`src/rtl/cache_mem_responder_if.sv`:
```
// Cache-to-memory bus: instruction and data requesters on one side, single-ported RAM on the
// other, all seen from the responder in the middle.
interface cache_mem_responder_if;
  logic        iREN;
  logic [31:0] iaddr;
  logic        iwait;
  logic [31:0] iload;
  logic        dREN;
  logic        dWEN;
  logic [31:0] daddr;
  logic [31:0] dstore;
  logic        dwait;
  logic [31:0] dload;
  logic        ramREN;
  logic        ramWEN;
  logic [31:0] ramaddr;
  logic [31:0] ramstore;
  logic [31:0] ramload;
  logic [1:0]  ramstate;
  logic        err;

  modport responder (
    input  iREN, iaddr, dREN, dWEN, daddr, dstore, ramload, ramstate,
    output iwait, iload, dwait, dload, ramREN, ramWEN, ramaddr, ramstore, err
  );

  modport master (
    output iREN, iaddr, dREN, dWEN, daddr, dstore, ramload, ramstate,
    input  iwait, iload, dwait, dload, ramREN, ramWEN, ramaddr, ramstore, err
  );
endinterface

```
`src/rtl/cache_mem_responder.sv`:
```
// Arbitrates instruction and data caches onto one variable-latency RAM, with starvation guard,
// RAM-error abort and stall timeout.
module cache_mem_responder #(
  parameter int unsigned TIMEOUT      = 64,
  parameter int unsigned STARVE_LIMIT = 4
) (
  input logic                       CLK,
  input logic                       RST,
  cache_mem_responder_if.responder  bus
);

  localparam int unsigned CntW    = (TIMEOUT > 2) ? $clog2(TIMEOUT) : 1;
  localparam int unsigned StarveW = $clog2(STARVE_LIMIT + 1);
  localparam logic [CntW-1:0]    CntLast   = CntW'(TIMEOUT - 1);
  localparam logic [StarveW-1:0] StarveMax = StarveW'(STARVE_LIMIT);
  localparam logic [1:0] RamAccess = 2'd2;
  localparam logic [1:0] RamError  = 2'd3;

  typedef enum logic [1:0] {StIdle, StIfetch, StDread, StDwrite} state_e;

  state_e              state_q, state_d;
  logic [CntW-1:0]     cnt_q, cnt_d;
  logic [StarveW-1:0]  starve_q, starve_d;
  logic                held, done, err_c;

  always_comb begin
    state_d  = state_q;
    cnt_d    = cnt_q;
    starve_d = starve_q;
    held     = 1'b0;
    done     = 1'b0;
    err_c    = 1'b0;
    unique case (state_q)
      StIdle: begin
        cnt_d = '0;
        if (bus.iREN && starve_q == StarveMax) begin
          state_d  = StIfetch;
          starve_d = '0;
        end else if (bus.dWEN || bus.dREN) begin
          // Write wins when both data strobes are high.
          state_d = bus.dWEN ? StDwrite : StDread;
          if (!bus.iREN)                starve_d = '0;
          else if (starve_q != StarveMax) starve_d = starve_q + 1'b1;
        end else if (bus.iREN) begin
          state_d  = StIfetch;
          starve_d = '0;
        end
      end
      StIfetch: held = bus.iREN;
      StDread:  held = bus.dREN;
      StDwrite: held = bus.dWEN;
      default:  held = 1'b0;
    endcase

    if (state_q != StIdle) begin
      if (!held) begin
        state_d = StIdle;
      end else if (bus.ramstate == RamAccess) begin
        done    = 1'b1;
        state_d = StIdle;
      end else if (bus.ramstate == RamError || cnt_q == CntLast) begin
        err_c   = 1'b1;
        state_d = StIdle;
      end else begin
        cnt_d = cnt_q + 1'b1;
      end
      if (state_d == StIdle) cnt_d = '0;
    end
  end

  always_ff @(posedge CLK) begin
    if (RST) begin
      state_q  <= StIdle;
      cnt_q    <= '0;
      starve_q <= '0;
    end else begin
      state_q  <= state_d;
      cnt_q    <= cnt_d;
      starve_q <= starve_d;
    end
  end

  // Address and write data follow the requester live; completion is combinational on ACCESS.
  always_comb begin
    bus.ramREN   = (state_q == StIfetch) || (state_q == StDread);
    bus.ramWEN   = (state_q == StDwrite);
    bus.ramaddr  = (state_q == StIfetch) ? bus.iaddr :
                   (state_q == StIdle)   ? 32'h0     : bus.daddr;
    bus.ramstore = (state_q == StDwrite) ? bus.dstore : 32'h0;
    bus.iwait    = !(done && state_q == StIfetch);
    bus.iload    = (done && state_q == StIfetch) ? bus.ramload : 32'h0;
    bus.dwait    = !(done && (state_q == StDread || state_q == StDwrite));
    bus.dload    = (done && state_q == StDread) ? bus.ramload : 32'h0;
    bus.err      = err_c;
  end

endmodule

```
`src/flat_wrapper.sv`:
```
// flat-port wrapper written by rule: the top's interface ports become plain ports
module cache_mem_responder_flat 
#(
  parameter int unsigned TIMEOUT      = 64,
  parameter int unsigned STARVE_LIMIT = 4
)
  (CLK, RST, bus_iREN, bus_iaddr, bus_dREN, bus_dWEN, bus_daddr, bus_dstore, bus_ramload, bus_ramstate, bus_iwait, bus_iload, bus_dwait, bus_dload, bus_ramREN, bus_ramWEN, bus_ramaddr, bus_ramstore, bus_err);
  cache_mem_responder_if bus_i ();
  input logic CLK;
  input logic RST;
  input wire logic [$bits(bus_i.iREN)-1:0] bus_iREN;
  input wire logic [$bits(bus_i.iaddr)-1:0] bus_iaddr;
  input wire logic [$bits(bus_i.dREN)-1:0] bus_dREN;
  input wire logic [$bits(bus_i.dWEN)-1:0] bus_dWEN;
  input wire logic [$bits(bus_i.daddr)-1:0] bus_daddr;
  input wire logic [$bits(bus_i.dstore)-1:0] bus_dstore;
  input wire logic [$bits(bus_i.ramload)-1:0] bus_ramload;
  input wire logic [$bits(bus_i.ramstate)-1:0] bus_ramstate;
  output wire logic [$bits(bus_i.iwait)-1:0] bus_iwait;
  output wire logic [$bits(bus_i.iload)-1:0] bus_iload;
  output wire logic [$bits(bus_i.dwait)-1:0] bus_dwait;
  output wire logic [$bits(bus_i.dload)-1:0] bus_dload;
  output wire logic [$bits(bus_i.ramREN)-1:0] bus_ramREN;
  output wire logic [$bits(bus_i.ramWEN)-1:0] bus_ramWEN;
  output wire logic [$bits(bus_i.ramaddr)-1:0] bus_ramaddr;
  output wire logic [$bits(bus_i.ramstore)-1:0] bus_ramstore;
  output wire logic [$bits(bus_i.err)-1:0] bus_err;
  assign bus_i.iREN = bus_iREN;
  assign bus_i.iaddr = bus_iaddr;
  assign bus_i.dREN = bus_dREN;
  assign bus_i.dWEN = bus_dWEN;
  assign bus_i.daddr = bus_daddr;
  assign bus_i.dstore = bus_dstore;
  assign bus_i.ramload = bus_ramload;
  assign bus_i.ramstate = bus_ramstate;
  assign bus_iwait = bus_i.iwait;
  assign bus_iload = bus_i.iload;
  assign bus_dwait = bus_i.dwait;
  assign bus_dload = bus_i.dload;
  assign bus_ramREN = bus_i.ramREN;
  assign bus_ramWEN = bus_i.ramWEN;
  assign bus_ramaddr = bus_i.ramaddr;
  assign bus_ramstore = bus_i.ramstore;
  assign bus_err = bus_i.err;
  cache_mem_responder #(.TIMEOUT(TIMEOUT), .STARVE_LIMIT(STARVE_LIMIT)) u_core (.CLK(CLK), .RST(RST), .bus(bus_i));
endmodule
```
`config.mk`:
```
export PLATFORM = sky130hd
export DESIGN_NAME = cache_mem_responder_flat
export DESIGN_NICKNAME = d
export VERILOG_FILES = /design/src/rtl/cache_mem_responder_if.sv /design/src/rtl/cache_mem_responder.sv /design/src/flat_wrapper.sv
export SDC_FILE = /design/constraint.sdc
export NUM_CORES = 1
export LEC_CHECK = 0
export CAP_MARGIN = 20
export CELL_PAD_IN_SITES_DETAIL_PLACEMENT = 0
export CELL_PAD_IN_SITES_GLOBAL_PLACEMENT = 1
export CORE_AREA = 2 2 112 114
export CTS_CLUSTER_SIZE = 25
export DETAILED_ROUTE_END_ITERATION = 10
export DIE_AREA = 0 0 114 116
export HOLD_SLACK_MARGIN = 0.06
export PLACE_DENSITY = 0.95
export SLEW_MARGIN = 10
export SYNTH_ARGS = -nofsm -noshare
export SYNTH_HDL_FRONTEND = slang
export SYNTH_SLANG_ARGS = --single-unit
```
`constraint.sdc`:
```
create_clock -name CLK -period 3.21 [get_ports CLK]
set_input_delay 0.642 -clock CLK [delete_from_list [all_inputs] [get_ports CLK]]
set_output_delay 0.642 -clock CLK [all_outputs]
set_load 0.01 [all_outputs]
```
==> flow_summary.ini <==
[placed_design]
gp_congestion = 0.7548
portBuffers = 267
hpwl_um = 7743
place_inst = 631

[floorplan]
io_pins = 268
rows = 40
start_util_pct = 13.84
core_um2 = 11910
die_w_um = 114
fp.dieArea_um2 = 13220
fp.dieH_um = 116

[critical_path]
worst_r2r_startpoint = u_core.state_q[0]
cp-end-kind = primary output
crit_type = input port to primary output
worstSetupStartpoint = bus_iREN
r2r_end = u_core.state_q[1]
crit_end = bus_dwait
critical_path.max_fanout = 3
cp.required_ns = 2.57
cp_data_arrival_time_ns = 2.43
worstRegToRegCells = 7
rrSetupSlack_ns = 1.38
start_kind = input port

[synthesis]
synth_warnings = 0
syn_avg_cell_area_um2 = 7.395
ys_seq_area_share_pct = 13.35
synth_area_um2 = 1649
synth_ff_type = dfxtp_1
synth_edf_count = 0
async_reset_ff_share_pct = 0
syn-num-nets = 365
synth-seq-cells = 11
syn_inst = 223
synth_cell_types = 35

[sta]
period_minus_slack_ns = 3.071
fin_crit_sh_pct = 95.66
setup_viol = 0
clock-skew-final_ns = 0.003470
rsz0062_at_grt = no
max_freq_mhz = 325.7
slew-limit-headroom_pct = 71.62
maxSlewViolCount = 0
tightestPinTransition_ns = 0.4257
setup_tns_ns = 0
final-hold-violation-count = 0

[power_and_ir_drop]
irDropWorstVdd_v = 0.0002362
p_leak_nw = 2.356
power_density_nw_per_um2 = 250.7

[grt]
grt_pass1_vias = 2500
grt_usage_pct = 11.85
grt_pass1_wl_um = 12780
overflow = 0
antenna_found_initial = 0
grt_max_degree = 35

[detailed_routing]
avgRoutedWirePerCell_um = 14.33
drt-vias-per-instance = 4.186
finalWirelength_um = 9101
dr.pass1.iters = 4
vias = 2658
drc = 0
ant_nets = 0
first_iter_violations = 67

[finish]
stdcell_count = 635
layout.nets = 631
drive_above_1_share_pct = 4.508
diodes = 0
areaGrowthSynthToFinish_pct = 176.6

[status]
status = completed

[cts]
clkSlewWorstSetupHoldPaths_ns = 0.04
cts_tree = done
htreeDepth = 1
cts-root-buf = clkbuf_16
insertion_delay_ns = 0.24
cts_made_buffers = 3
clock_sinks = 11
cts_buffer_depth = 2

[hold_path]
hp-class = flop to flop

[run]
cap_violations = 0
[cells in the final DEF (no fill, tap or decap), drive strengths merged]
cell	instances
dlymetal6s2s	22
o31ai	1
o32ai	1
o21ai	1
xor2	2
a21oi	2
nand3	4
clkinv	1
nor4	1
a222oi	1
o21bai	1
clkbuf	3
a211oi	1
a32oi	1
a22o	31
ha	7
buf	12
o22ai	1
nor2	11
a31oi	2
o211ai	1
dlygate4sd2	43
nand2b	2
nor2b	2
nor3	2
a22oi	2
nand4	2
inv	6
dfxtp	11
nand2	6
and3	4
xnor2	2
nor3b	1
clkdlybuf4s50	202
and2	96
[report_power, final]
part,leakage [nW],switching (mW),internal [mW]
Sequential,0.0893,0.00738,0.144
Combinational,2.23,0.300,0.464
Clock,0.0409,0.0632,0.165
[how the worst min path moves through the flow]
stage                               start               to  slack, ns  cells after the start
after floorplan           u_core.cnt_q[0]  u_core.cnt_q[0]       0.41                      1
after global placement    u_core.cnt_q[0]  u_core.cnt_q[0]       0.42                      1
after detailed placement  u_core.cnt_q[0]  u_core.cnt_q[0]       0.44                      1
after CTS                 u_core.cnt_q[0]  u_core.cnt_q[0]       0.45                      1
after global routing      u_core.cnt_q[0]  u_core.cnt_q[0]       0.47                      1
final                     u_core.cnt_q[0]  u_core.cnt_q[0]       0.46                      1
[sequential cells by signal, indices dropped and copies added (netlist names)]
signal           flops
u_core.state_q       2
u_core.starve_q      3
u_core.cnt_q         6
[stage by stage]
step	utilization (%)	instance area (um2)	hold slack (ns)	worst slack, ns	total power, mW
2_1_floorplan	-	1649	0.4132	0.7722	0.4432
3_3_place_gp	37.59	4478	0.4241	0.002301	0.9153
3_5_place_dp	37.59	4478	0.4449	-0.04184	0.9222
4_1_cts	37.84	4507	0.4525	0.0005049	1.157
5_1_grt	38.30	4562	0.4714	0.01605	1.213
6_report	38.30	4562	0.4569	0.1393	1.144
[cell type report]
| type | instances | area (um2) |
|---|---|---|
| Clock buffer | 3 | 75.07 |
| Clock inverter | 1 | 5.005 |
| Fill cell | 1185 | 7350 |
| Inverter | 6 | 22.52 |
| Multi-Input combinational cell | 188 | 1291 |
| Sequential cell | 11 | 220.2 |
| Tap cell | 147 | 183.9 |
| Timing Repair Buffer | 279 | 2764 |
[worst max-delay path: stages]
cell,delay (ns)
clkdlybuf4s50_1,0.43
a222oi_1,0.45
nor2_2,0.08
buf_4,0.16
o211ai_1,0.08
clkdlybuf4s50_1,0.58
[logic make-up after synthesis]
family | after synthesis | share of synthesized area (%)
adder cells (fa/ha/maj) | 7 | 5.311
AO/OA/AOI/OAI | 46 | 22.91
XOR/XNOR | 4 | 2.125
flip-flops | 11 | 13.35
buffers and inverters | 24 | 8.650
AND/OR/NAND/NOR | 131 | 47.65
[metal layers]
layer	routed length [um]	vias to the layer above	share of wire (%)	global-route usage, %
li1	-	1297	-	-
met1	3507	1203	39	14.24
met2	4574	142	50	21.11
met3	817	16	9.0	2.667
met4	201	0	2.2	3.577
met5	0	-	0	0
[synthesized netlist by cell type (all sizes together) (2+ instances only)]
cell    number  share of area [%]
inv          6                1.4
ha           7                5.3
nand3        4                1.2
xnor2        2                1.1
dfxtp       11                 13
xor2         2                1.1
buf          8                5.0
a21oi        2               0.61
nor2        11                2.7
nand2        6                1.4
a31oi        2               0.76
clkbuf      10                2.3
and3         4                2.1
nor3         2               0.61
a22oi        2               0.91
nand2b       2               0.76
nand4        2               0.76
and2        96                 37
a22o        31                 16
nor2b        2               0.76
[repair_timing]
action                     in CTS  in global routing
setup endpoints to repair      64                 22
buffers inserted                0                  0
pin swaps                       1                  0
resized for setup              44                 22
hold buffers                    0                  0
No activity file was read; power rests on OpenSTA's default activity.
